===== src/rtl/multiport_lookahead_ram.sv =====
// Multi-read-port state RAM with byte-enabled writes and a write-first lookahead bypass.
// A clear sweep runs after reset and on demand; wr_waitrequest is high while it runs.
module multiport_lookahead_ram #(
   parameter int                DATA_W         = 16,
   parameter int                DEPTH          = 8,
   parameter int                ADDR_W         = 3,
   parameter int                NUM_RD         = 2,
   parameter int                CLEAR_ON_RESET = 1,
   parameter logic [DATA_W-1:0] CLEAR_VALUE    = '0
) (
   input  logic                       clk,
   input  logic                       reset,
   input  logic [ADDR_W-1:0]          wr_address,
   input  logic [DATA_W-1:0]          wr_writedata,
   input  logic [DATA_W/8-1:0]        wr_byteenable,
   input  logic                       wr_write,
   output logic                       wr_waitrequest,
   input  logic                       clear,
   input  logic [NUM_RD*ADDR_W-1:0]   rd_address,
   output logic [NUM_RD*DATA_W-1:0]   rd_readdata
);

   localparam int                NB        = DATA_W / 8;
   localparam logic [ADDR_W-1:0] LAST_ADDR = ADDR_W'(DEPTH - 1);
   localparam logic [ADDR_W:0]   DEPTH_LIM = (ADDR_W + 1)'(DEPTH);

   logic [DATA_W-1:0] r_mem [DEPTH];
   logic              r_waitreq;
   logic              r_sweep_en;
   logic [ADDR_W-1:0] r_cnt;
   logic [DATA_W-1:0] r_wdata;

   logic              w_wr_commit;
   logic              w_sweep_wr;
   logic [DATA_W-1:0] w_wr_mask;

   assign wr_waitrequest = r_waitreq;
   assign w_sweep_wr     = r_waitreq & r_sweep_en;

   always_comb begin
      w_wr_commit = wr_write & ~r_waitreq & ({1'b0, wr_address} < DEPTH_LIM);
      w_wr_mask   = '0;
      for (int b = 0; b < NB; b++) begin
         w_wr_mask[b*8 +: 8] = {8{wr_byteenable[b]}};
      end
   end

   // r_sweep_en distinguishes a real sweep from the single-edge
   // wait that follows reset when CLEAR_ON_RESET is 0.
   always_ff @(posedge clk) begin
      if (reset) begin
         r_waitreq  <= 1'b1;
         r_cnt      <= LAST_ADDR;
         r_sweep_en <= (CLEAR_ON_RESET != 0);
      end else if (r_waitreq) begin
         if (!r_sweep_en || r_cnt == '0) begin
            r_waitreq <= 1'b0;
         end else begin
            r_cnt <= r_cnt - 1'b1;
         end
      end else if (clear) begin
         r_waitreq  <= 1'b1;
         r_cnt      <= LAST_ADDR;
         r_sweep_en <= 1'b1;
      end
   end

   always_ff @(posedge clk) begin
      if (!reset) begin
         if (w_sweep_wr) begin
            r_mem[r_cnt] <= CLEAR_VALUE;
         end else if (w_wr_commit) begin
            for (int b = 0; b < NB; b++) begin
               if (wr_byteenable[b]) begin
                  r_mem[wr_address][b*8 +: 8] <= wr_writedata[b*8 +: 8];
               end
            end
         end
      end
   end

   always_ff @(posedge clk) begin
      if (reset) begin
         r_wdata <= '0;
      end else begin
         r_wdata <= wr_writedata;
      end
   end

   // Each port keeps the pre-write word plus a per-bit bypass mask; the
   // write-first merge happens after the registers.
   for (genvar p = 0; p < NUM_RD; p++) begin : g_rd
      logic [ADDR_W-1:0] w_addr;
      logic              w_valid;
      logic [DATA_W-1:0] r_old;
      logic [DATA_W-1:0] r_mask;

      assign w_addr  = rd_address[p*ADDR_W +: ADDR_W];
      assign w_valid = ~r_waitreq & ({1'b0, w_addr} < DEPTH_LIM);

      always_ff @(posedge clk) begin
         if (reset || !w_valid) begin
            r_old  <= '0;
            r_mask <= '0;
         end else begin
            r_old  <= r_mem[w_addr];
            r_mask <= (w_wr_commit && wr_address == w_addr) ? w_wr_mask : '0;
         end
      end

      assign rd_readdata[p*DATA_W +: DATA_W] = (r_old & ~r_mask) | (r_wdata & r_mask);
   end

endmodule


===== config.mk =====
export PLATFORM = sky130hd
export DESIGN_NAME = multiport_lookahead_ram
export DESIGN_NICKNAME = d
export VERILOG_FILES = /design/src/rtl/multiport_lookahead_ram.sv
export SDC_FILE = /design/constraint.sdc
export NUM_CORES = 1
export LEC_CHECK = 0
export CORE_MARGIN = 1.5
export CORE_UTILIZATION = 35
export DETAILED_ROUTE_END_ITERATION = 8
export GPL_TIMING_DRIVEN = 1
export MAX_ROUTING_LAYER = met4
export PLACE_DENSITY = 0.52
export SYNTH_ARGS = -nofsm -noshare
export SYNTH_HDL_FRONTEND = slang
export SYNTH_SLANG_ARGS = --single-unit

===== constraint.sdc =====
create_clock -name clk -period 3.4 [get_ports clk]
set_input_delay 0.85 -clock clk [delete_from_list [all_inputs] [get_ports clk]]
set_output_delay 0.85 -clock clk [all_outputs]
set_load 0.01 [all_outputs]

==> results of run 1 <==
==> sequential cells by signal (all words and copies together) (netlist names) <==
register,flops
g_rd.r_mask,4
r_cnt,3
r_mem,128
wr_waitrequest,1
g_rd.r_old,32
r_wdata,16
==> where the power goes <==
| group | switching (uW) | internal (uW) | total (uW) |
|---|---|---|---|
| clock | 903 | 989 | 1890 |
| combinational | 156 | 156 | 312 |
| sequential | 32.7 | 2440 | 2470 |
==> cell usage after synthesis, drive strengths merged (5+ instances only) <==
| cell | instances |
|---|---|
| a21oi | 18 |
| a22o | 32 |
| and3 | 21 |
| buf | 14 |
| clkbuf | 26 |
| dfxtp | 56 |
| edfxtp | 128 |
| mux2 | 32 |
| mux4 | 64 |
| nand2 | 5 |
| nor2b | 18 |
| o2111ai | 6 |
| xor2 | 6 |
==> stage by stage <==
stage,hold WS [ps],std cells,worst slack (ps),power (uW)
after CTS,559.1,827,481.7,4725
after global placement,539.6,795,296.5,2830
after floorplan,591.9,466,570.6,2708
after global routing,597.4,827,412.4,4844
after detailed placement,548.1,795,291.4,2837
final,563.1,827,509.8,4676
==> routing by layer <==
metal | GRT usage (%) | routed length (um) | part of all wire [%] | vias to the layer above
li1 | - | - | - | 2029
met1 | 23.21 | 8514 | 43 | 2382
met2 | 28.44 | 9812 | 49 | 174
met3 | 5.468 | 1407 | 7.1 | 17
met4 | 4.577 | 188 | 0.94 | 0
met5 | - | 0 | 0 | -
==> cells by family after synthesis <==
logic type                 count (synthesis)
DFF                                      184
muxes                                     96
and+or+nand+nor                           71
AOI/OAI and AO/OA                         64
buffers and inverters                     43
xor gates and xnor gates                   6
adders and majority gates                  2
==> area by class of cell <==
class,count,area [um^2],share of cell area (%)
clock inverter,14,127.6,1.335
multi-input combinational,239,2826,29.56
inverter,3,11.26,0.1178
sequential,184,4965,51.93
timing repair buffer,89,840.8,8.795
tap,280,350.3,3.664
clock buffer,18,439.2,4.594
==> cells in the final DEF, fill, tap and decap left out, types with 9 or more instances in the layout <==
master             n
mux4_2            64
clkbuf_16         17
inv_6              9
a22o_1            32
edfxtp_1         128
clkdlybuf4s50_1   61
buf_4             24
nor2b_1           18
a21oi_1           18
dfxtp_1           56
mux2_2            32
and3_1            21
==> final timing paths <==
check	end	start
worst min-delay path	r_cnt[2]	r_cnt[2]
worst max register to register	r_mem[3][3]	wr_waitrequest
worst max-delay path	rd_readdata[1]	g_rd[0].r_mask[7]
worst min register to register	r_cnt[2]	r_cnt[2]
==> worst register-to-register path, cell delays in order (launching register included) <==
cell and delay, ps:
dfxtp_1 510, or3b_1 600, or4_4 570, a21oi_1 140
buf_4 220
==> impl_metrics.tcl, run 1 <==
set metrics [dict create \
    crit_required_ps 2550 \
    design.die.area_um2 23650 \
    yosys_warnings 0 \
    drive_above_1_share_pct 30.16 \
    ys_async_sr_fraction_pct 0 \
    clk_latency_ps 420 \
    yosys.area_share.simple_pct 5.519 \
    status "finished, final reports clean" \
    grt_pass1_wl_um 30080 \
    end_kind "primary output" \
    worst-path-buf-inv 1 \
    cts_tree "built" \
    r2r_slack_ps 1070 \
    die_y_um 153.8 \
    skew_ps 7.167 \
    clk_path_buf_depth 2 \
    ir_worst_vdd_mv 0.2820 \
    area_growth_pct 20.14 \
    relSlewSlack_pct 57.30 \
    synth-main-ff-cell "edfxtp_1" \
    place_congestion 0.7545 \
    postCtsHoldBufs 0 \
    synth_area_leaders "edfxtp_1, mux4_2, dfxtp_1" \
    synth_mux_area_share_pct 22.64 \
    diodes 0 \
    grt_max_degree 34 \
    final_area_um2 9560 \
    worst_setup_path_start_kind "register" \
    drv_slew 0 \
    cts-resized-gates 0 \
    synth_top_area_share_pct 48.30 \
    synth_fp_nets 499 \
    cts_buffers 17 \
    clkSinkCount 184 \
    vias_per_cell 5.565 \
    root_buffer "clkbuf_16" \
    worst_slew_pin_slew_ps 639.6 \
    cpMaxStageDelayCell "dfxtp_1" \
    synthXorXnorAreaFrac_pct 0.6604 \
    path_max_fanout 8 \
    crit_family "flip-flops" \
    htree_num_levels 4 \
    syn_area_per_cell_um2 17.08 \
    finalSetupViolCount 0 \
    synth_top_family_by_area "multiplexers" \
    dpl_cell_area_um2 8994 \
    r2r_cells 4 \
    worstSetupPathType "reg2out" \
    worstPathCellList "mux2_2 -> clkdlybuf4s50_1" \
    post-synth-top-area-cell "edfxtp_1" \
    antenna_found_initial 0 \
    p_leak_uw 0.003144 \
    numPortBuffers 63 \
    die_w_um 153.8 \
    tns_ps 0 \
    whs_path_depth 2 \
    cts.clk_slew.worst_paths_ps 70 \
    grt_setup_unrepaired "false" \
    hp-class "reg2reg" \
    grt_remaining_overflow 0 \
    fin_crit_ps 2890 \
    ant_nets 0 \
    hpwl_um 12170 \
    syn_area_um2 7958 \
    grtUsageTotal_pct 18.18 \
    crit_arrival_ps 2040 \
    layout.nets 567 \
    io_pins 64 \
    wl_per_cell_um 24.09 \
    fmax_mhz 346.0 \
    power.density_nw_per_um2 489.1 \
    period_share_pct 85.01 \
    cp_num_cells 2 \
    wirelength_um 19920 \
    vias 4602 \
    synth-seq-area-share_pct 62.39 \
    hold_viol_final 0 \
    post_cts_buffers 0 \
    grt_pass1_vias 4844 \
    drv_cap 0 \
    max_stage_delay_ps 720 \
    yosysUniqueCellTypes 32 \
    post-route-util_pct 43.27 \
    synth_compound_area_share_pct 6.132 \
    synth-edff-count 128 \
    detail_route.first_pass.iterations 5 \
    fillers 1934 \
    first_iter_violations 392 \
    yosys.area_share.adder_pct 0.3145 \
    num_rows 54 \
    core_um2 22090 \
    syn_inst 466 \
    route.detailed.drc 0 \
    start_util_pct 36.02 \
    ys_seq_elements 184 \
]
No activity file was read; power rests on OpenSTA's default activity.
==> run 2: changes to the inputs <==
--- a/config.mk
+++ b/config.mk
@@ -7,6 +7,7 @@
 export LEC_CHECK = 0
 export CORE_MARGIN = 1.5
 export CORE_UTILIZATION = 35
+export CTS_CLUSTER_DIAMETER = 30
 export DETAILED_ROUTE_END_ITERATION = 8
 export GPL_TIMING_DRIVEN = 1
 export MAX_ROUTING_LAYER = met4
==> results of run 2 <==
Final layout, timing and power as in run 1 (identical DEF).
==> run 3: changes to the inputs <==
--- a/config.mk
+++ b/config.mk
@@ -8,10 +8,12 @@
 export CORE_MARGIN = 1.5
 export CORE_UTILIZATION = 35
 export CTS_CLUSTER_DIAMETER = 30
+export CTS_CLUSTER_SIZE = 16
 export DETAILED_ROUTE_END_ITERATION = 8
 export GPL_TIMING_DRIVEN = 1
 export MAX_ROUTING_LAYER = met4
 export PLACE_DENSITY = 0.52
+export SLEW_MARGIN = 25
 export SYNTH_ARGS = -nofsm -noshare
 export SYNTH_HDL_FRONTEND = slang
 export SYNTH_SLANG_ARGS = --single-unit
==> results of run 3 <==
Final layout, timing and power as in run 1 (identical DEF).
